### src/rtl/audio_pkg.sv
// rtl/audio_pkg.sv - shared audio sample width, buffer state encoding and scaling helper
package audio_pkg;

    localparam int SAMPLE_W = 16;

    typedef enum logic {
        BUF_PRIME = 1'b0,
        BUF_RUN   = 1'b1
    } buf_state_t;

    // Mute forces silence; otherwise an arithmetic shift keeps the sign.
    function automatic logic signed [SAMPLE_W-1:0] scale_sample(
        input logic signed [SAMPLE_W-1:0] s,
        input logic [2:0]                 shift,
        input logic                       mute
    );
        if (mute) begin
            return '0;
        end
        return s >>> shift;
    endfunction

endpackage

### src/rtl/sync_fifo.sv
// rtl/sync_fifo.sv - single-clock FIFO with extra-MSB pointers, registered level and full/empty
module sync_fifo #(
    parameter int DEPTH = 16,
    parameter int WIDTH = 16
) (
    input  logic                       clk,
    input  logic                       reset,
    input  logic                       wr_en,
    input  logic [WIDTH-1:0]           wr_data,
    input  logic                       rd_en,
    output logic [WIDTH-1:0]           rd_data,
    output logic [$clog2(DEPTH):0]     level,
    output logic                       full,
    output logic                       empty
);

    localparam int AW = $clog2(DEPTH);

    logic [WIDTH-1:0] mem [DEPTH];
    logic [AW:0]      wr_ptr;
    logic [AW:0]      rd_ptr;

    // Same index with differing wrap bit means the writer lapped the reader.
    assign full    = (wr_ptr[AW] != rd_ptr[AW]) && (wr_ptr[AW-1:0] == rd_ptr[AW-1:0]);
    assign empty   = (wr_ptr == rd_ptr);
    assign rd_data = mem[rd_ptr[AW-1:0]];

    always_ff @(posedge clk) begin
        if (wr_en) begin
            mem[wr_ptr[AW-1:0]] <= wr_data;
        end
    end

    always_ff @(posedge clk or posedge reset) begin
        if (reset) begin
            wr_ptr <= '0;
            rd_ptr <= '0;
            level  <= '0;
        end else begin
            if (wr_en) begin
                wr_ptr <= wr_ptr + 1'b1;
            end
            if (rd_en) begin
                rd_ptr <= rd_ptr + 1'b1;
            end
            case ({wr_en, rd_en})
                2'b10:   level <= level + 1'b1;
                2'b01:   level <= level - 1'b1;
                default: level <= level;
            endcase
        end
    end

endmodule

### src/rtl/pcm_sample_buffer.sv
// rtl/pcm_sample_buffer.sv - elastic PCM buffer with priming, underrun/overflow reporting, mute and volume
module pcm_sample_buffer
    import audio_pkg::*;
#(
    parameter int DEPTH       = 16,
    parameter int PRIME_LEVEL = 8,
    parameter int CNT_W       = 16
) (
    input  logic                        clk,
    input  logic                        reset,
    input  logic                        sample_valid,
    input  logic signed [SAMPLE_W-1:0]  sample_in,
    output logic                        sample_ready,
    input  logic                        new_frame,
    input  logic                        mute,
    input  logic [2:0]                  vol_shift,
    output logic signed [SAMPLE_W-1:0]  pcm_out,
    output logic [$clog2(DEPTH):0]      fifo_level,
    output logic                        underrun,
    output logic                        overflow,
    output logic [CNT_W-1:0]            underrun_count
);

    localparam int LW = $clog2(DEPTH) + 1;

    buf_state_t                 state;
    buf_state_t                 state_next;
    logic signed [SAMPLE_W-1:0] head;
    logic                       full;
    logic                       empty;
    logic                       pop;
    logic                       push;
    logic                       underrun_next;

    sync_fifo #(
        .DEPTH (DEPTH),
        .WIDTH (SAMPLE_W)
    ) u_fifo (
        .clk     (clk),
        .reset   (reset),
        .wr_en   (push),
        .wr_data (sample_in),
        .rd_en   (pop),
        .rd_data (head),
        .level   (fifo_level),
        .full    (full),
        .empty   (empty)
    );

    assign sample_ready = (fifo_level != LW'(DEPTH));

    always_comb begin
        state_next    = state;
        pop           = 1'b0;
        underrun_next = 1'b0;
        case (state)
            BUF_PRIME: begin
                if (fifo_level >= LW'(PRIME_LEVEL)) begin
                    state_next = BUF_RUN;
                end
            end
            BUF_RUN: begin
                if (new_frame) begin
                    if (empty) begin
                        underrun_next = 1'b1;
                        state_next    = BUF_PRIME;
                    end else begin
                        pop = 1'b1;
                    end
                end
            end
            default: state_next = BUF_PRIME;
        endcase
        // A simultaneous pop frees a slot, so a full FIFO may still take the push.
        push = sample_valid && (!full || pop);
    end

    always_ff @(posedge clk or posedge reset) begin
        if (reset) begin
            state          <= BUF_PRIME;
            pcm_out        <= '0;
            underrun       <= 1'b0;
            overflow       <= 1'b0;
            underrun_count <= '0;
        end else begin
            state    <= state_next;
            underrun <= underrun_next;
            overflow <= sample_valid && !push;
            if (new_frame) begin
                pcm_out <= pop ? scale_sample(head, vol_shift, mute) : '0;
            end
            if (underrun_next && (underrun_count != {CNT_W{1'b1}})) begin
                underrun_count <= underrun_count + 1'b1;
            end
        end
    end

endmodule

### config.mk
export PLATFORM = sky130hd
export DESIGN_NAME = pcm_sample_buffer
export DESIGN_NICKNAME = d
export VERILOG_FILES = /design/src/rtl/audio_pkg.sv /design/src/rtl/sync_fifo.sv /design/src/rtl/pcm_sample_buffer.sv
export SDC_FILE = /design/constraint.sdc
export NUM_CORES = 1
export LEC_CHECK = 0
export CAP_MARGIN = 20
export CORE_MARGIN = 4
export CORE_UTILIZATION = 55
export CTS_CLUSTER_SIZE = 16
export DETAILED_ROUTE_END_ITERATION = 12
export PLACE_DENSITY = 0.74
export SLEW_MARGIN = 20
export SYNTH_ARGS = -nofsm -noshare
export SYNTH_HDL_FRONTEND = slang
export SYNTH_SLANG_ARGS = --single-unit
### constraint.sdc
create_clock -name clk -period 7.33 [get_ports clk]
set_input_delay 1.466 -clock clk [delete_from_list [all_inputs] [get_ports clk]]
set_output_delay 1.466 -clock clk [all_outputs]
set_load 0.03 [all_outputs]
* Word level (Yosys, flattened, before mapping)
Memory sizes are Yosys's and may differ from the RTL's.
Index checks and enable logic that the tools add are counted.
** Cells by class
- Add/subtract/negate cells :: 5
- $lt $le $gt $ge :: 1
- Equality and inequality tests :: 7
- Shifts and indexed selects :: 1
- Multiplexer cells :: 17
- Bitwise operators :: 1
- Reduce and logical (&&, ||, !) cells :: 8
** Operator list (number)
- 16-bit two-way mux :: 3
- 16-bit by 1-bit adder with 16-bit output (second input constant) :: 1
- 16-bit inequality test (second input constant) :: 1
- 16-bit by 3-bit >>> shifter with 16-bit output :: 1
- 5-bit by 1-bit adder with 5-bit output (second input constant) :: 3
- 1-bit two-way mux :: 12
- 5-bit case mux with 2 select lines :: 1
- 5-bit equality test :: 1
- 5-bit by 4-bit greater-or-equal comparator with 1-bit output (second input constant) :: 1
- 5-bit inequality test (second input constant) :: 1
- 5-bit by 1-bit subtractor with 5-bit output (second input constant) :: 1
- 4-bit equality test :: 1
- 1-bit logical AND :: 4
- 2-bit by 1-bit equality test with 1-bit output (second input constant) :: 1
- 2-bit equality test (second input constant) :: 1
- 1-bit logical NOT :: 2
- 1-bit case mux with 2 select lines :: 1
- 2-bit nonzero test :: 1
- 1-bit logical OR :: 1
- 1-bit inequality test :: 1
- 1-bit NOT :: 1
** Word-level totals
- Flip-flop bits (word level) :: 50
- RAM bits :: 256
- Bits of input ports :: 24
- Output and inout port bits :: 40
- Logic and storage cells :: 49
- Memories :: 1
** Memory list
- u_fifo.mem :: words 16, bits a word 16, read ports 1, clocked after memory_dff 0, write ports 1, RTL line sync_fifo.sv:19 : logic [WIDTH-1:0] mem [DEPTH];

* Logic depth before layout (Yosys ltp)
- Word-level depth :: 8
- Mapped depth :: 14

* By module
A second synthesis with hierarchy kept.
** Second synthesis, totals
- Cell total of the unflattened synthesis :: 704
- Area, all modules :: 12560.8 µm²
** Modules (own cells, without submodules)
- sync_fifo :: instances 1, cells an instance 502, area an instance 10592.7 µm²
- pcm_sample_buffer :: instances 1, cells an instance 202, area an instance 1968.1 µm²

* Worst setup path before layout
OpenSTA, ideal clock, no wires.
- Path kind :: input port to flip-flop
- From :: input port new_frame
- To :: memory u_fifo.mem[3][0], enable pin
- Setup time :: 0.409 ns
- Arrival :: 3.350 ns
- Data required time :: 6.921 ns
- Setup slack :: 3.570 ns
- Stages on the path :: 6
- Cell sequence :: and2_1 clkbuf_1 o31a_1 buf_2 nand2_1 nor3_1
** On the way
- Word-level cells in the longest chain between the ends :: 6
** Ends and longest elaborated chain
- start, declared :: RTL line pcm_sample_buffer.sv:14 : input logic new_frame,
- 1-bit two-way mux :: RTL line pcm_sample_buffer.sv:63 : if (new_frame) begin
- 1-bit two-way mux :: RTL line pcm_sample_buffer.sv:56 : case (state)
- 1-bit logical OR :: RTL line pcm_sample_buffer.sv:75 : push = sample_valid && (!full || pop);
- 1-bit logical AND :: RTL line pcm_sample_buffer.sv:75
- 1-bit two-way mux :: RTL line sync_fifo.sv:29 : if (wr_en) begin
- 1-bit two-way mux (implied by the code) :: RTL line sync_fifo.sv:30 : mem[wr_ptr[AW-1:0]] <= wr_data;
- end, declared :: RTL line sync_fifo.sv:19
No other way between the ends.

* Worst setup path after layout
- From :: input port new_frame
- To :: memory u_fifo.mem[15][13], enable pin
The elaborated chain is that of the path after synthesis.

==> metrics.cfg <==
[outcome]
status = complete, no violations

[hold_path]
holdPathEnd = underrun_count[10]$_DFFE_PP0P_
whs_path_depth = 1
hold_class = reg -> reg
min-delay-start = underrun_count[10]$_DFFE_PP0P_

[cells_and_area]
drive_gt1_frac = 0.157
final_nets = 852
area_delta_synth_final_pct = 15.6
n_antenna_cell = 0
final_cells = 1156

[global_route]
grt_usage = 0.221
grt_first_pass_wirelength_um = 43500
overflow = 0
grt_max_degree = 64
antenna_found_initial = 1
grt_pass1_vias = 7049

[synthesis]
synth_top_family_by_area = multiplexers
seq_area_frac_synth = 0.698
yosys-top-cells-count = edfxtp_1, mux2i_1, dfrtp_1
synthMuxAreaShare = 0.130
syn-cell-area_mm2 = 0.0128
yosys.area.top_type_share = 0.600
synth-adder-area-share = 0.0104
synth_area_leader_cell = edfxtp_1
netlist_instances = 740
synth_most_common_cell = edfxtp_1
synth-simple-area-share = 0.0570
avgSynthCellArea_um2 = 17.3
syn_nets = 774
synth.distinct_cells = 69
synth-compound-area-share = 0.0572
synth_xor_area_frac = 0.0232
ys_ff_latch = 306
synth_ff_type = edfxtp_1
synth_area_leaders = edfxtp_1, dfrtp_1, mux4_2
synth_edf_count = 256
async_flop_share = 0.163
yosysWarnings = 0

[critical_path]
path_max_fanout = 17
crit_path_top_delay_cell = nor2_2
critPathArrivalTime_ns = 3.93
end_kind = flop
reg2reg_from = u_fifo.rd_ptr[1]$_DFFE_PP0P_
crit_chain = clkdlybuf4s50_1 -> and2_1 -> o31a_1 -> nand2_1 -> nor2_2
cp-start-kind = input port
r2r_end = pcm_out[11]$_DFFE_PP0P_
critical-path-max-stage-delay_ns = 0.84
ff2ff_setup_slack_ns = 3.77
required_ns = 7.49
worstSetupPathType = in -> reg
r2r_cells = 7

[sta]
fin_crit_sh = 0.513
fin_tns_setup_ns = 0
max_slew_margin = 0.318
setup-violations-final = 0
rsz0062_at_grt = no
min_period_ns = 3.76
fmax_ghz = 0.266
final_hold_viol_count = 0
drv_slew = 0
tightest_slew_ns = 1.02
finClkSkew_ns = 0.0197

[floorplanning]
num_rows = 55
die_area_mm2 = 0.0258
die_h_um = 161
chipWidth_um = 161
coreArea_mm2 = 0.0228
start_util = 0.562
ioPinCount = 64

[pwr]
power_uw = 5880
p_comb_frac = 0.335
swShare = 0.337
switchingPower_uw = 1980
pwr-share-seq = 0.391
leakagePower_uw = 0.00515
p_per_area_mw_per_mm2 = 397
p_int_uw = 3900
pwr-share-clk = 0.275
irDropWorstVdd_mv = 0.233

[clock_network]
cts-root-buf = clkbuf_16
clock-sinks = 306
clk_path_buf_depth = 3
insertion_delay_ns = 0.56
numCtsBuffers = 31
htree_levels = 1
clk_pin_slew_ns = 0.06
cts_hold_buf = 0
cts_tree = yes
cts-resized-gates = 0
post_cts_buffers = 0

[place]
dp.final_hpwl_um = 18300
routabilityCongestion = 0.891
place_inst = 1098
portBuffers = 63

[drt]
drt_wl_total_um = 28500
drcViolationCount = 0
drtIter0Drc = 701
vias = 7084
vias_per_cell = 6.13
dr.pass1.iters = 5
wire_per_inst_um = 24.6
ant_nets = 0

[run]
maxCapViolations = 0

==> registers in the layout (all words and copies together), names as in the netlist, 5 cells and up <==
name,count
underrun_count,16
u_fifo.wr_ptr,5
pcm_out,16
u_fifo.level,5
u_fifo.mem,256
u_fifo.rd_ptr,5
==> kinds of logic (layout without fill, tap and decap cells) <==
| group | after synthesis | in the layout |
|---|---|---|
| DFF | 306 | 306 |
| and+or+nand+nor | 151 | 151 |
| muxes | 105 | 105 |
| AOI/OAI and AO/OA | 85 | 85 |
| buffers and inverters | 50 | 153 |
| xor gates and xnor gates | 33 | 33 |
| adders and majority gates | 10 | 10 |
==> power by group through the flow <==
stage / Combinational, uW / Clock [uW] / Sequential [uW]
global placement: 1920 / 0 / 2310
finish: 1970 / 1620 / 2300
CTS: 1960 / 1640 / 2300
floorplan: 1340 / 0 / 2360
global route: 2090 / 1720 / 2320
detailed placement: 1950 / 0 / 2330
==> layout make-up <==
class,instances,area (um2)
sequential,306,8950
fill,1537,7980
multi-input combinational,384,3580
clock buffer,33,783
timing repair buffer,79,751
tap,313,392
clock inverter,25,280
inverter,16,61.3
==> cells in the final DEF (no fill, tap or decap), types with 4 or more instances in the layout <==
master / Yosys / routed
clkinv_4: 0 / 5
a221oi_1: 10 / 10
buf_4: 4 / 16
clkdlybuf4s50_1: 0 / 63
nand2b_1: 9 / 9
nand4_1: 9 / 9
o21ai_1: 5 / 5
clkbuf_16: 0 / 31
and2_1: 4 / 4
dfrtp_1: 50 / 47
or2_1: 4 / 4
bufinv_16: 0 / 5
o221ai_1: 5 / 5
clkinv_1: 1 / 6
edfxtp_1: 256 / 256
nor3_1: 10 / 6
mux4_1: 7 / 7
and3_1: 5 / 5
inv_1: 15 / 14
mux4_2: 39 / 39
nor2_1: 40 / 38
a22oi_1: 7 / 7
xor2_1: 5 / 5
nand2_1: 46 / 46
nand3_1: 10 / 10
clkinv_2: 0 / 8
a221o_1: 5 / 5
a22o_1: 7 / 7
mux2i_1: 54 / 54
xnor2_1: 27 / 27
ha_1: 9 / 9
a211oi_1: 4 / 4
==> metal layers <==
layer | share of wire | up-vias | global-route usage | wire (um)
met5 | 0 | - | 0 | 0
met4 | 0.026 | 0 | 0.0630 | 738
met3 | 0.080 | 39 | 0.0467 | 2290
met2 | 0.48 | 315 | 0.355 | 13700
met1 | 0.41 | 3627 | 0.311 | 11800
li1 | - | 3103 | - | -
==> per-stage QoR <==
step           worst slack [ns]  hold slack, ns   util  cell area, um2
2_1_floorplan              3.57           0.463      -           12800
3_3_place_gp               2.92           0.474  0.602           13700
3_5_place_dp               3.01           0.477  0.603           13700
4_1_cts                    3.59           0.490  0.649           14800
5_1_grt                    3.40           0.508  0.650           14800
6_report                   3.57           0.488  0.650           14800
==> worst max-delay path, delay by kind of cell <==
kind | cells | cell delay [ns]
buffers and inverters | 1 | 0.60
AND/OR/NAND/NOR | 3 | 1.41
AO/OA/AOI/OAI | 1 | 0.44
==> worst max path at each step <==
stage / end / from / cells past startpoint / slack, ns
after CTS: u_fifo.mem[15][2]$_DFFE_PP_ / new_frame / 5 / 3.59
after global routing: u_fifo.mem[15][15]$_DFFE_PP_ / new_frame / 5 / 3.40
after floorplan: u_fifo.mem[3][0]$_DFFE_PP_ / new_frame / 6 / 3.57
final: u_fifo.mem[15][13]$_DFFE_PP_ / new_frame / 5 / 3.57
after global placement: u_fifo.mem[3][11]$_DFFE_PP_ / new_frame / 5 / 2.92
after detailed placement: u_fifo.mem[15][6]$_DFFE_PP_ / new_frame / 5 / 3.01
No activity file was read; power rests on OpenSTA's default activity.
==> RTL change, RTL diff (config.mk and constraints unchanged) <==
`SAMPLE_W`: 16 -> 12.
--- a/src/rtl/audio_pkg.sv
+++ b/src/rtl/audio_pkg.sv
@@ -2,5 +2,5 @@
 package audio_pkg;
 
-    localparam int SAMPLE_W = 16;
+    localparam int SAMPLE_W = 12;
 
     typedef enum logic {
Ports: changed (resized pcm_out and sample_in); port bits go from 64 to 56. The function was not compared with the original's and may differ.
==> RTL change against the original RTL <==
  * First-iteration DRC count shrank 35%
  * Setup slack lost 0.027 ns
  * Routed wire length shrank 26%
  * Final area shrank 21%
  * Power shrank 22%
  * Synthesized cell count shrank 21%
  * Area after synthesis shrank 21%
  * Largest cell class unchanged
  * Sequential cell count shrank 68
==> RTL change: results <==
export IMPL_outcome="finished, final reports clean"
export IMPL_drive_above_1_share_pct=17.1
export IMPL_dp_cells=844
export IMPL_coreArea_um2=18000
export IMPL_grt_pass1_vias=5629
export IMPL_skew_ns=0.0179
export IMPL_via_per_inst=6.04
export IMPL_multi_input_comb_cells=304
export IMPL_grt_max_degree=47
export IMPL_wl_met1_um=8820
export IMPL_drt_total_wl_um=21000
export IMPL_grt_util_met3_pct=3.83
export IMPL_critPathCapture="u_fifo.mem[7][10]"
export IMPL_fin_crit_ns=3.79
export IMPL_first_iter_violations=454
export IMPL_ys_ff_latch=238
export IMPL_multi_input_comb_area_um2=2990
export IMPL_synth_fp_nets=613
export IMPL_fin_hold_ws_ns=0.496
export IMPL_cp_slowest_cell="nor2_1"
export IMPL_synth_edff_count=192
export IMPL_final_net_count=673
export IMPL_synth_avg_cell_area_um2=17.3
export IMPL_fillers=1284
export IMPL_p_leak_uw=0.00407
export IMPL_area_share_nonclk_buffers_pct=5.02
export IMPL_critPathMaxFanout=32
export IMPL_wl_met3_um=1260
export IMPL_synthDistinctLibCells=61
export IMPL_synth_area_leaders="edfxtp_1, dfrtp_1, mux4_2, mux2i_1, mux4_1"
-- RTL change: cell count changes after synthesis, sizes merged, moves of 6 or more --
| cell | delta |
|---|---|
| a221oi | -11 |
| nor2 | -7 |
| mux2 | +10 |
| buf | -6 |
| edfxtp | -64 |
| mux2i | -27 |
| nand3 | -6 |
| nand2 | -22 |
-- RTL change: worst min-delay path by stage --
| stage | startpoint | end |
|---|---|---|
| after floorplan | state | state |
| after global placement | pcm_out[10] | pcm_out[10] |
| after detailed placement | pcm_out[11] | pcm_out[11] |
| after CTS | pcm_out[11] | pcm_out[11] |
| after global routing | pcm_out[10] | pcm_out[10] |
| final | pcm_out[11] | pcm_out[11] |
-- RTL change: cells by family (layout without fill, tap and decap cells) --
family	after synthesis	count (layout)
flip-flops	238	238
AND/OR/NAND/NOR	117	117
multiplexers	89	89
AO/OA/AOI/OAI	55	55
buffers and inverters	41	119
XOR/XNOR	33	33
adder cells (fa/ha/maj)	10	10
